File: config.mk
export PLATFORM = sky130hd
export DESIGN_NAME = pixel_write_queue
export DESIGN_NICKNAME = d
export VERILOG_FILES = /design/src/rtl/pixel_write_queue.sv
export SDC_FILE = /design/constraint.sdc
export NUM_CORES = 1
export LEC_CHECK = 0
export ABC_AREA = 1
export BUFFER_PORTS_ARGS = -buffer_cell sky130_fd_sc_hd__buf_2
export CAP_MARGIN = 20
export CELL_PAD_IN_SITES_DETAIL_PLACEMENT = 0
export CELL_PAD_IN_SITES_GLOBAL_PLACEMENT = 2
export CORE_MARGIN = 8
export CORE_UTILIZATION = 43
export CTS_CLUSTER_DIAMETER = 40
export DETAILED_ROUTE_END_ITERATION = 6
export PLACE_DENSITY_LB_ADDON = 0.05
export SETUP_SLACK_MARGIN = 0.02
export SLEW_MARGIN = 30
export SYNTH_ARGS = -nofsm -noshare
export SYNTH_HDL_FRONTEND = slang
export SYNTH_SLANG_ARGS = --single-unit
File: constraint.sdc
create_clock -name clock -period 4.75 [get_ports clock]
set_input_delay 0.7125 -clock clock [delete_from_list [all_inputs] [get_ports clock]]
set_output_delay 0.7125 -clock clock [all_outputs]
set_load 0.005 [all_outputs]
File: src/rtl/pixel_write_queue.sv
// Posted-write queue between the MCU register port and the SRAM memory manager.
// Clips off-screen pixels, acknowledges every accepted write, replays in order.
module pixel_write_queue #(
  parameter int DEPTH         = 8,
  parameter int SCREEN_WIDTH  = 320,
  parameter int SCREEN_HEIGHT = 240
) (
  input  logic       clock,
  input  logic       reset,
  input  logic [8:0] inXCoord,
  input  logic [7:0] inYCoord,
  input  logic [7:0] inWriteData,
  input  logic       inWriteRequest,
  output logic       inWriteComplete,
  output logic [8:0] memoryXCoord,
  output logic [7:0] memoryYCoord,
  output logic [7:0] memoryWriteData,
  output logic       memoryWriteRequest,
  input  logic       memoryWriteComplete,
  output logic       queueEmpty,
  output logic       queueFull,
  output logic [7:0] droppedCount
);

  localparam int AW = $clog2(DEPTH);
  localparam logic [AW:0] FULL_COUNT = (AW+1)'(DEPTH);
  localparam logic [9:0] X_LIMIT = 10'(SCREEN_WIDTH);
  localparam logic [8:0] Y_LIMIT = 9'(SCREEN_HEIGHT);

  localparam logic [0:0] IDLE = 1'b0;
  localparam logic [0:0] BUSY = 1'b1;

  logic [24:0]   store [DEPTH];
  logic [AW-1:0] rdPtr;
  logic [AW-1:0] wrPtr;
  logic [AW:0]   count;
  logic [0:0]    state;

  logic onScreen;
  logic accept;
  logic push;
  logic pop;

  assign onScreen = ({1'b0, inXCoord} < X_LIMIT)
                 && ({1'b0, inYCoord} < Y_LIMIT);

  // The pending ack blocks a second accept while the MCU drops its request.
  assign accept = inWriteRequest && !inWriteComplete && !queueFull;
  assign push   = accept && onScreen;
  assign pop    = (state == BUSY) && memoryWriteComplete;

  assign queueEmpty = (count == '0);
  assign queueFull  = (count == FULL_COUNT);

  always_ff @(posedge clock) begin
    if (push) begin
      store[wrPtr] <= {inXCoord, inYCoord, inWriteData};
    end
  end

  always_ff @(posedge clock or posedge reset) begin
    if (reset) begin
      rdPtr           <= '0;
      wrPtr           <= '0;
      count           <= '0;
      inWriteComplete <= 1'b0;
      droppedCount    <= 8'd0;
    end else begin
      inWriteComplete <= accept;
      if (push) begin
        wrPtr <= wrPtr + 1'b1;
      end
      if (pop) begin
        rdPtr <= rdPtr + 1'b1;
      end
      if (push && !pop) begin
        count <= count + 1'b1;
      end else if (pop && !push) begin
        count <= count - 1'b1;
      end
      if (accept && !onScreen && droppedCount != 8'hFF) begin
        droppedCount <= droppedCount + 8'd1;
      end
    end
  end

  always_ff @(posedge clock or posedge reset) begin
    if (reset) begin
      state              <= IDLE;
      memoryXCoord       <= 9'd0;
      memoryYCoord       <= 8'd0;
      memoryWriteData    <= 8'd0;
      memoryWriteRequest <= 1'b0;
    end else begin
      unique case (state)
        IDLE: begin
          if (!queueEmpty) begin
            {memoryXCoord, memoryYCoord, memoryWriteData} <= store[rdPtr];
            memoryWriteRequest <= 1'b1;
            state              <= BUSY;
          end
        end
        BUSY: begin
          if (memoryWriteComplete) begin
            memoryWriteRequest <= 1'b0;
            state              <= IDLE;
          end
        end
        default: state <= IDLE;
      endcase
    end
  end

endmodule

==> metrics.md <==
| Metric | Value |
|---|---|
| Outcome | `finished clean` |
| Diode count | `0` |
| Die ar. | `30000 µm²` |
| Most area-hungry cell type in the Yosys netlist | `edfxtp_1` |
| Share of the yosys chip area belonging to registers | `0.674` |
| Drt first-iter violations | `332` |
| Type of element capturing the critical path | `flip-flop` |
| Synthesis warning total | `0` |
| Average cell area after synthesis | `10.2 µm²` |
| Part of the power in registers | `0.363` |
| Synth top area cells | `edfxtp_1 (57%), nand2_1 (13%), dfrtp_1 (11%)` |
| Worst-case register-to-register setup slack | `2.31 ns` |
| Number of standard-cell rows in the floorplan | `57` |
| Most used standard cells in the synthesized netlist | `nand2_1 (358), edfxtp_1 (200), inv_1 (168)` |
| Gpl congestion | `0.724` |
| Buf/Inv on CP | `2` |
| Max-slew violation count | `0` |
| EDFF count, synth | `200` |
| Area fraction in and, or, nand and nor cells after synthesis | `0.223` |
| GR Util All Layers | `0.171` |
| Dominant synthesized flop cell | `edfxtp_1` |
| Final Skew | `0.0203 ns` |
| RSZ-0062 raised after global routing | `false` |
| Comb power frac | `0.273` |
| Launching point of the worst reg2reg path | `count[3]$_DFFE_PP0P_` |
| Max_slew headroom | `0.464` |
| H-tree depth reported by CTS | `2` |
| Hold_ws | `0.399 ns` |
| Peak ir drop on the vdd network | `314 µV` |
| Core area | `24300 µm²` |
| Number of cells upsized or downsized after cts | `0` |
| Synthesized cell area | `10600 µm²` |
| Synthesized-area fraction occupied by ao, oa, aoi and oai cells | `0.00330` |
| First-pass GRT wire length | `40500 µm` |
| Critical Path Start Type | `input port` |
| Max stage delay cell, worst path | `nor2_2` |
| Adder-cell share of the synthesized area | `0.00895` |
| Number of fillers in the final layout | `2228` |
| Total power draw | `7.68 mW` |
| Vias/cell | `4.73` |
| Power Internal | `5.11 mW` |
| Layout Nets | `1152` |
| Most frequent cell after synthesis | `nand2_1` |
| Number of register bits inferred by synthesis | `246` |
| Iteration count of the initial detailed-routing pass | `4` |
| Number of setup buffers added after CTS | `0` |
| Setup Viol. Count Final | `0` |
| I/O pin count | `66` |
| Estimated wirelength of the detail-placed design | `14500 µm` |
| Drc violations | `0` |
| Clock Latency Late Sink | `0.51 ns` |
| Clock slew at reported path FFs | `0.05 ns` |
| Dominant combinational cell family by area after synthesis | `simple AND/OR/NAND/NOR gates` |
| Final period demand of the worst path | `2.50 ns` |
| Maximum clock rate | `0.401 GHz` |
| Post-route ant nets | `0` |
| Wire length reported by the detailed router | `25400 µm` |
| Count of port buffers added during placement | `65` |
| Number of hold-repair buffers added at the cts stage | `0` |
| Fraction of the core area covered by cells at the end of the flow | `0.516` |
| Gate count after technology mapping | `1038` |
| Die height | `173 µm` |
| Unique masters post-synth | `28` |
| Proportion of layout cells with a drive suffix above 1 | `0.149` |
| CTS sink count | `246` |
| Post-synth top area share | `0.565` |
| Part of the power in the clock network | `0.363` |
| Share of the synthesized netlist area taken by xor and xnor gates | `0.00660` |
| Register-to-Register Path Depth | `8` |
| WL per Instance | `17.3 µm` |
| Starting density of the core | `0.437` |
| Largest incremental delay on the critical path | `0.66 ns` |
| CP arrival | `2.67 ns` |
| Growth of design area from synthesis to finish | `18.2%` |
| Setup TNS after final layout | `0 ns` |
| Pwr/cell area | `612 nW/µm²` |
| Gate family responsible for the most delay along the worst path | `simple AND/OR/NAND/NOR gates` |
| Horizontal extent of the die | `173 µm` |
| Data required time of the critical path | `4.93 ns` |
| End of the worst register-to-register path | `store[2][24]$_DFFE_PP_` |
| Cts bufs inserted | `37` |
| Slew at the pin with the worst max-slew slack | `0.803 ns` |
| Critical Setup Path Class | `in2reg` |
| Share of flip-flops with an asynchronous set or reset after synthesis | `0.187` |
| Net switching component of the power | `2.57 mW` |
| Pin count of the biggest net entering global routing | `91` |
| Cells along the critical path | `buf_2 > o21ai_0 > o21ai_1 > nor2_4 > nand2_1 > nor2_2 > buf_4` |
| Biggest fanout along the worst timing path | `14` |
| Total via count in the routed design | `6940` |
| Number of global-route vias before repair | `7054` |
| Share of cell area taken by muxes after synthesis | `0` |
| Min-delay worst type | `in2async` |
| TritonCTS clock tree | `yes` |
| Count of max-cap constraint violations | `0` |
| Cell chosen for the clock root | `clkbuf_16` |
| Leakage power figure | `5.66 nW` |
| Number of nets in the synthesized netlist | `1074` |
| Overall overflow remaining after global route | `0` |
| Antenna violations before repair | `0` |
| Share of total power consumed by net switching | `0.335` |
| Share of the cycle needed by the critical path after routing | `0.525` |
| Maximum buffer depth of the clock tree | `3` |
| Endpoints failing hold | `0` |
-- per-layer routing --
layer / GRT usage / wire length (µm)
met1: 0.219 / 11600
met2: 0.294 / 12500
met3: 0.0327 / 883
met4: 0.0453 / 436
met5: 0 / 0
-- power by group through the flow --
stage / logic (mW) / registers, mW / clock network, mW
2_1_floorplan: 1.47 / 2.81 / 0
3_3_place_gp: 2.17 / 2.83 / 0
3_5_place_dp: 2.16 / 2.83 / 0
4_1_cts: 2.17 / 2.80 / 2.86
5_1_grt: 2.39 / 2.83 / 2.93
6_report: 2.10 / 2.79 / 2.79
-- stage by stage --
step	cells	cell area, µm²	worst slack, ns
after floorplan	1038	10600	2.00
after global placement	1401	11300	1.75
after detailed placement	1401	11300	1.70
after CTS	1468	12600	2.21
after global routing	1468	12600	2.16
final	1468	12600	2.25
-- worst min-delay path, delay by kind of cell --
family,cells,cell delay [ns]
buf+inv,3,0.68
-- registers in the layout (all words and copies together) (netlist names) --
name	flops
store	200
memoryXCoord	9
droppedCount	8
memoryWriteData	8
memoryYCoord	8
count	4
rdPtr	3
wrPtr	3
inWriteComplete	1
memoryWriteRequest	1
state	1
-- cell usage in the layout (no fill, tap or decap) --
| cell type | n |
|---|---|
| nand3_2 | 1 |
| dfrtp_2 | 2 |
| nor2_2 | 10 |
| clkbuf_1 | 1 |
| fa_1 | 1 |
| inv_6 | 2 |
| nand2_1 | 358 |
| clkbuf_16 | 39 |
| nor2_8 | 1 |
| or2_2 | 1 |
| xnor2_1 | 3 |
| nor2_1 | 14 |
| buf_4 | 15 |
| nand3_4 | 2 |
| inv_8 | 2 |
| dfrtp_1 | 44 |
| inv_4 | 1 |
| clkinv_2 | 9 |
| nand3_1 | 162 |
| bufinv_16 | 6 |
| o21ai_1 | 1 |
| o21ai_0 | 6 |
| buf_2 | 65 |
| edfxtp_1 | 200 |
| buf_6 | 1 |
| nand2_2 | 2 |
| nand3b_1 | 2 |
| xor2_1 | 5 |
| inv_1 | 166 |
| clkinvlp_4 | 5 |
| ha_1 | 6 |
| inv_2 | 4 |
| clkinv_1 | 5 |
| nor2_4 | 2 |
-- cells by family (layout without fill, tap and decap cells) --
logic type / count (synthesis) / after routing
flops: 246 / 246
fa+ha+maj: 7 / 7
xor+xnor: 8 / 8
compound gates: 7 / 7
buf+inv: 215 / 321
simple gates: 555 / 555
-- cell type report --
cell class              count  area, µm²  area share
clock inverters            27        307      0.0244
inverters                 173        659      0.0525
flip-flops and latches    246       7160       0.570
multi-input cells         577       2590       0.206
well taps                 324        405      0.0323
repair buffers             81        449      0.0358
clock buffers              40        980      0.0781
-- worst max path at each step --
| stage | startpoint | endpoint | slack [ns] | depth (start not counted) |
|---|---|---|---|---|
| 6_report | inXCoord[7] | store[2][24]$_DFFE_PP_ | 2.25 | 7 |
| 5_1_grt | inXCoord[7] | store[2][24]$_DFFE_PP_ | 2.16 | 7 |
| 4_1_cts | inXCoord[7] | store[2][24]$_DFFE_PP_ | 2.21 | 7 |
| 3_5_place_dp | inXCoord[7] | store[2][14]$_DFFE_PP_ | 1.70 | 7 |
| 3_3_place_gp | inXCoord[7] | store[2][16]$_DFFE_PP_ | 1.75 | 7 |
| 2_1_floorplan | inXCoord[7] | store[0][0]$_DFFE_PP_ | 2.00 | 5 |
Note: power is estimated with default switching activity, not from simulation.
